===== config.mk =====
export PLATFORM = sky130hd
export DESIGN_NAME = wb_regfile
export DESIGN_NICKNAME = d
export VERILOG_FILES = /design/src/rtl/pipeline_defs.sv /design/src/rtl/wb_regfile_reg_file.sv /design/src/rtl/wb_regfile.sv
export SDC_FILE = /design/constraint.sdc
export NUM_CORES = 2
export LEC_CHECK = 0
export BUFFER_PORTS_ARGS = -buffer_cell sky130_fd_sc_hd__buf_4
export CAP_MARGIN = 0
export CELL_PAD_IN_SITES_DETAIL_PLACEMENT = 1
export CELL_PAD_IN_SITES_GLOBAL_PLACEMENT = 2
export CORE_MARGIN = 4
export CORE_UTILIZATION = 45
export CTS_CLUSTER_SIZE = 12
export DETAILED_ROUTE_END_ITERATION = 16
export PLACE_DENSITY_LB_ADDON = 0.1
export SLEW_MARGIN = 40
export SYNTH_ARGS = -nofsm -noshare
export SYNTH_HDL_FRONTEND = slang
export SYNTH_SLANG_ARGS = --single-unit

===== constraint.sdc =====
create_clock -name clk -period 61.8 [get_ports clk]
set_clock_uncertainty 0.15 [all_clocks]
set_input_delay 3.09 -clock clk [delete_from_list [all_inputs] [get_ports clk]]
set_output_delay 3.09 -clock clk [all_outputs]
set_load 0.01 [all_outputs]

===== src/rtl/pipeline_defs.sv =====
`default_nettype none
// ============================================================================
//  Module   : pipeline_defs (package)
//  Purpose  : Encodings shared by the MIPS32 pipeline stages. Used here for
//             write-back source select and the hardwired zero register, and
//             by the ID/EX control and forwarding logic.
//  Contents : mtr_sel_e   - MemtoReg write-back source encoding
//             REG_ZERO    - architectural $0 address
//  Revision : 1.0 - initial release
// ============================================================================
package pipeline_defs;

    typedef enum logic [1:0] {
        MTR_ALU = 2'b00,
        MTR_MEM = 2'b01,
        MTR_PC4 = 2'b10,
        MTR_RSV = 2'b11   // reserved; treated as ALU result
    } mtr_sel_e;

    localparam logic [4:0] REG_ZERO = 5'd0;

endpackage
`default_nettype wire


===== src/rtl/wb_regfile_reg_file.sv =====
`default_nettype none
// ============================================================================
//  Module   : wb_regfile_reg_file
//  Purpose  : 2^NREG_LOG2 x DATA_W architectural register file. One write
//             port, two combinational read ports with same-cycle write-through
//             bypass, register 0 reads as zero.
//  Ports    : clk, rst (async, active-high)
//             wr_en, wr_addr, wr_data     - commit port
//             rd_addr1/2 -> rd_data1/2    - decode read ports
//  Revision : 1.0 - initial release
// ============================================================================
module wb_regfile_reg_file
    import pipeline_defs::*;
#(
    parameter int DATA_W    = 32,
    parameter int NREG_LOG2 = 5
) (
    input  logic                 clk,
    input  logic                 rst,
    input  logic                 wr_en,
    input  logic [NREG_LOG2-1:0] wr_addr,
    input  logic [DATA_W-1:0]    wr_data,
    input  logic [NREG_LOG2-1:0] rd_addr1,
    input  logic [NREG_LOG2-1:0] rd_addr2,
    output logic [DATA_W-1:0]    rd_data1,
    output logic [DATA_W-1:0]    rd_data2
);

    localparam int NREG = 1 << NREG_LOG2;
    localparam logic [NREG_LOG2-1:0] ZERO_ADDR = NREG_LOG2'(REG_ZERO);

    logic [DATA_W-1:0] regs [NREG];

    // Guard on address as well so the storage is self-protecting even if a
    // caller ever drives a write strobe at $0.
    always_ff @(posedge clk or posedge rst) begin
        if (rst) begin
            for (int i = 0; i < NREG; i++) begin
                regs[i] <= '0;
            end
        end else if (wr_en && (wr_addr != ZERO_ADDR)) begin
            regs[wr_addr] <= wr_data;
        end
    end

    // $0 check takes priority over bypass so a stray write to $0 can never
    // leak through the read port.
    always_comb begin
        rd_data1 = regs[rd_addr1];
        if (rd_addr1 == ZERO_ADDR) begin
            rd_data1 = '0;
        end else if (wr_en && (rd_addr1 == wr_addr)) begin
            rd_data1 = wr_data;
        end
    end

    always_comb begin
        rd_data2 = regs[rd_addr2];
        if (rd_addr2 == ZERO_ADDR) begin
            rd_data2 = '0;
        end else if (wr_en && (rd_addr2 == wr_addr)) begin
            rd_data2 = wr_data;
        end
    end

endmodule
`default_nettype wire


===== src/rtl/wb_regfile.sv =====
`default_nettype none
// ============================================================================
//  Module   : wb_regfile
//  Purpose  : MIPS32 write-back stage plus architectural register file.
//             Selects the write-back value, commits it, serves two bypassed
//             decode read ports and counts retired register writes.
//  Ports    : clk, rst (async, active-high)
//             MEM_WB_*        - MEM/WB pipeline register outputs
//             RdAddr1/2       - decode read addresses (rs, rt)
//             RdData1/2       - decode read data
//             WB_WrData       - selected write-back value (also to EX fwd mux)
//             WB_WrEn         - effective write strobe (never for $0)
//             RetireCnt       - committed writes since reset, wraps at 2^32
//  Revision : 1.0 - initial release
// ============================================================================
module wb_regfile
    import pipeline_defs::*;
#(
    parameter int DATA_W    = 32,
    parameter int NREG_LOG2 = 5
) (
    input  logic                 clk,
    input  logic                 rst,
    input  logic [DATA_W-1:0]    MEM_WB_MemRdData,
    input  logic [DATA_W-1:0]    MEM_WB_ALUOut,
    input  logic [DATA_W-1:0]    MEM_WB_PC4,
    input  logic [NREG_LOG2-1:0] MEM_WB_RegWrAddr,
    input  logic [1:0]           MEM_WB_MemtoReg,
    input  logic                 MEM_WB_RegWr,
    input  logic [NREG_LOG2-1:0] RdAddr1,
    input  logic [NREG_LOG2-1:0] RdAddr2,
    output logic [DATA_W-1:0]    RdData1,
    output logic [DATA_W-1:0]    RdData2,
    output logic [DATA_W-1:0]    WB_WrData,
    output logic                 WB_WrEn,
    output logic [31:0]          RetireCnt
);

    logic [DATA_W-1:0] wb_data;
    logic              wb_en;
    logic [31:0]       retire_cnt;

    always_comb begin
        wb_data = MEM_WB_ALUOut;
        case (mtr_sel_e'(MEM_WB_MemtoReg))
            MTR_MEM: wb_data = MEM_WB_MemRdData;
            MTR_PC4: wb_data = MEM_WB_PC4;
            default: wb_data = MEM_WB_ALUOut;
        endcase
    end

    assign wb_en = MEM_WB_RegWr && (MEM_WB_RegWrAddr != NREG_LOG2'(REG_ZERO));

    // Free-running retire counter; natural modulo-2^32 wrap.
    always_ff @(posedge clk or posedge rst) begin
        if (rst) begin
            retire_cnt <= '0;
        end else if (wb_en) begin
            retire_cnt <= retire_cnt + 32'd1;
        end
    end

    wb_regfile_reg_file #(
        .DATA_W    (DATA_W),
        .NREG_LOG2 (NREG_LOG2)
    ) u_reg_file (
        .clk      (clk),
        .rst      (rst),
        .wr_en    (wb_en),
        .wr_addr  (MEM_WB_RegWrAddr),
        .wr_data  (wb_data),
        .rd_addr1 (RdAddr1),
        .rd_addr2 (RdAddr2),
        .rd_data1 (RdData1),
        .rd_data2 (RdData2)
    );

    assign WB_WrData = wb_data;
    assign WB_WrEn   = wb_en;
    assign RetireCnt = retire_cnt;

endmodule
`default_nettype wire


==> flow_summary.json <==
{
  "fillerInstances": 12726,
  "routed_wl_um": 215700,
  "critical_path_class": "in -> out",
  "crit_top_cell": "buf_4",
  "finalHoldViolations": 0,
  "worstSetupEndpointType": "primary output",
  "hold_depth": 0,
  "status": "completed",
  "antenna_found_initial": 6,
  "max_cap_viol_count": 0,
  "gr-total-overflow": 0,
  "startpoint_type": "input port",
  "cts_buffers": 119,
  "worst_pin_slew_ns": 0.9488,
  "dieArea_sq_um": 127900,
  "period_share_pct": 16.70,
  "grt_pass1_wl_um": 316800,
  "chipHeight_um": 357.6,
  "rsz0062_at_grt": "no",
  "leakage_nw": 27.36,
  "slew_headroom_pct": 36.74,
  "h-tree-depth": 3,
  "path_cells": "buf_4 -> buf_4 -> buf_4 -> xor2_1 -> nor3_1 -> nand4_1 -> buf_4 -> nand2b_2 -> buf_4 -> o22ai_1 -> a211oi_1 -> buf_4",
  "num_io_pins": 245,
  "wl_met1_um": 94430,
  "critPathArrivalTime_ns": 7.08,
  "drive_gt1_share_pct": 22.00,
  "synth_edf_count": 0,
  "first_pass_iters": 5,
  "hp-start": "u_reg_file.regs[993]",
  "place.detailed.hpwl_um": 124200,
  "grtUsageTotal_pct": 33.80,
  "start_util_pct": 45.26,
  "cts.sinks": 1056,
  "met3_wirelength_um": 17410,
  "yosysSeqAreaShare_pct": 48.04,
  "antenna_left": 0,
  "worstPathMaxFanout": 44,
  "final_area_sq_um": 62480,
  "viasPerCell": 6.420,
  "total_power_mw": 2.036,
  "slowest_delay_ns": 0.78,
  "setup_viol": 0,
  "first_iter_violations": 4625,
  "fp.dieW_um": 357.6,
  "period_needed_ns": 10.32,
  "max_freq_mhz": 96.90,
  "peakVddDrop_mv": 0.02344,
  "place_congestion": 0.8052,
  "routed-wl-met2_um": 97190,
  "drc": 0,
  "reg2reg_setup_slack_ns": 59.59,
  "fin_setup_tns_ns": 0,
  "ys_types": 51,
  "ys_ff_latch": 1056,
  "synth_nets": 5230,
  "grt_max_degree": 153,
  "cts_resized": 0,
  "slowest_stage": "buf_4",
  "synthArstFlopShare_pct": 100.0,
  "coreArea_sq_um": 121600,
  "yosysWarnings": 0,
  "wl_per_cell_um": 31.74,
  "final_nets": 5183,
  "worst_ep_required_time_ns": 58.56,
  "postCtsHoldBufs": 0,
  "port_buffers": 244,
  "cts_buffer_depth": 3,
  "power.density_nw_per_um2": 32.59,
  "synthFlopType": "dfrtp_1",
  "place_area_sq_um": 58370,
  "synth_top_cell_by_area": "dfrtp_1",
  "cts-root-buf": "clkbuf_16",
  "hp-class": "reg -> reg",
  "syn_inst": 5111,
  "yosys.area.top_type_share_pct": 48.04,
  "worstReg2RegStart": "RetireCnt[2]",
  "r2r_cells": 6,
  "report.final.slew_viol_count": 0,
  "hold_end": "u_reg_file.regs[993]",
  "topRoutingLayerUsed": "met4",
  "ys_top_cells_by_area": "dfrtp_1 48%, mux4_2 19%, o21ai_0 9.5%",
  "area_delta_synth_final_pct": 13.58,
  "clock_latency_ns": 0.71,
  "clk_pin_slew_ns": 0.06,
  "syn-cell-area_sq_um": 55010,
  "setup.worst_path.start": "RdAddr1[2]",
  "r2r-end": "RetireCnt[28]",
  "yosysMostFrequentCell": "nand2_1",
  "vias": 43627,
  "first_global_vias": 44960,
  "avgSynthCellArea_sq_um": 10.76,
  "rows": 128,
  "cts_tree": "yes",
  "yosys-top-cells-count": "1164 x nand2_1, 1056 x dfrtp_1, 1041 x o21ai_0, 470 x mux4_2, 437 x clkbuf_1",
  "postCtsSetupRepairBufs": 0
}
[layout by cell type, fill, tap and decap left out, drive strengths merged, types with 49 or more instances in the layout]
| master | n |
|---|---|
| nand2 | 1164 |
| dfrtp | 1056 |
| o21ai | 1044 |
| mux4 | 470 |
| buf | 375 |
| clkbuf | 185 |
| mux2i | 184 |
| a22oi | 91 |
| nor2 | 78 |
| a21oi | 72 |
| a221oi | 68 |
| a211oi | 51 |
| inv | 49 |
[cell type report]
type | count | area [sq um] | share of cell area, %
multi-input cells | 3467 | 26660 | 42.67
well taps | 1625 | 2033 | 3.254
flip-flops and latches | 1056 | 26430 | 42.29
clock inverters | 41 | 444.2 | 0.7109
repair buffers | 375 | 3147 | 5.036
diodes | 1 | 2.502 | 0.004005
inverters | 45 | 181.4 | 0.2904
clock buffers | 185 | 3586 | 5.739
[through the flow]
stage / setup slack, ns / std cells / util [%] / hold WS (ns)
global placement: 51.08 / 6560 / 47.78 / 0.2274
finish: 51.48 / 6795 / 51.40 / 0.2485
global route: 51.31 / 6794 / 51.40 / 0.2616
detailed placement: 51.67 / 6566 / 48.02 / 0.2336
floorplan: 28.84 / 5111 / - / 0.2913
CTS: 51.67 / 6792 / 51.34 / 0.2474
[report_power, final]
group	switching (mW)	internal (mW)	leakage, nW
clock network	0.307	0.427	2.00
logic	0.218	0.187	11.3
registers	0.0918	0.806	14.1
total	0.616	1.42	27.4
[registers in the layout, summed over array words and instances, names as in the netlist]
| name | count |
|---|---|
| u_reg_file.regs | 1024 |
| RetireCnt | 32 |
[critical path, delay by kind of cell]
family | cells | cell delay [ns]
buffers and inverters | 6 | 2.38
AO/OA/AOI/OAI | 2 | 0.84
AND/OR/NAND/NOR | 3 | 0.56
XOR/XNOR | 1 | 0.14
[metal layers]
| layer | vias to the layer above | GRT usage [%] |
|---|---|---|
| met3 | 363 | 6.439 |
| met2 | 1712 | 52.27 |
| met5 | - | 0 |
| li1 | 18401 | - |
| met4 | 0 | 9.565 |
| met1 | 23151 | 49.15 |
[worst max path at each step]
stage                    to  depth (start not counted)
5_1_grt          RdData1[9]                         12
3_3_place_gp    RdData1[13]                          8
2_1_floorplan  RetireCnt[0]                          1
3_5_place_dp     RdData1[9]                         12
6_report         RdData1[9]                         12
4_1_cts          RdData1[9]                         12
[cells by family after synthesis]
kind of cell    after synthesis  share of synthesized area [%]
mux                         656                          22.63
fa+ha+maj                     3                        0.06824
flops                      1056                          48.04
simple gates               1359                          9.801
buf+inv                     588                          4.483
xor+xnor                     41                         0.6528
compound gates             1408                          14.33
No activity file was read; power rests on OpenSTA's default activity.
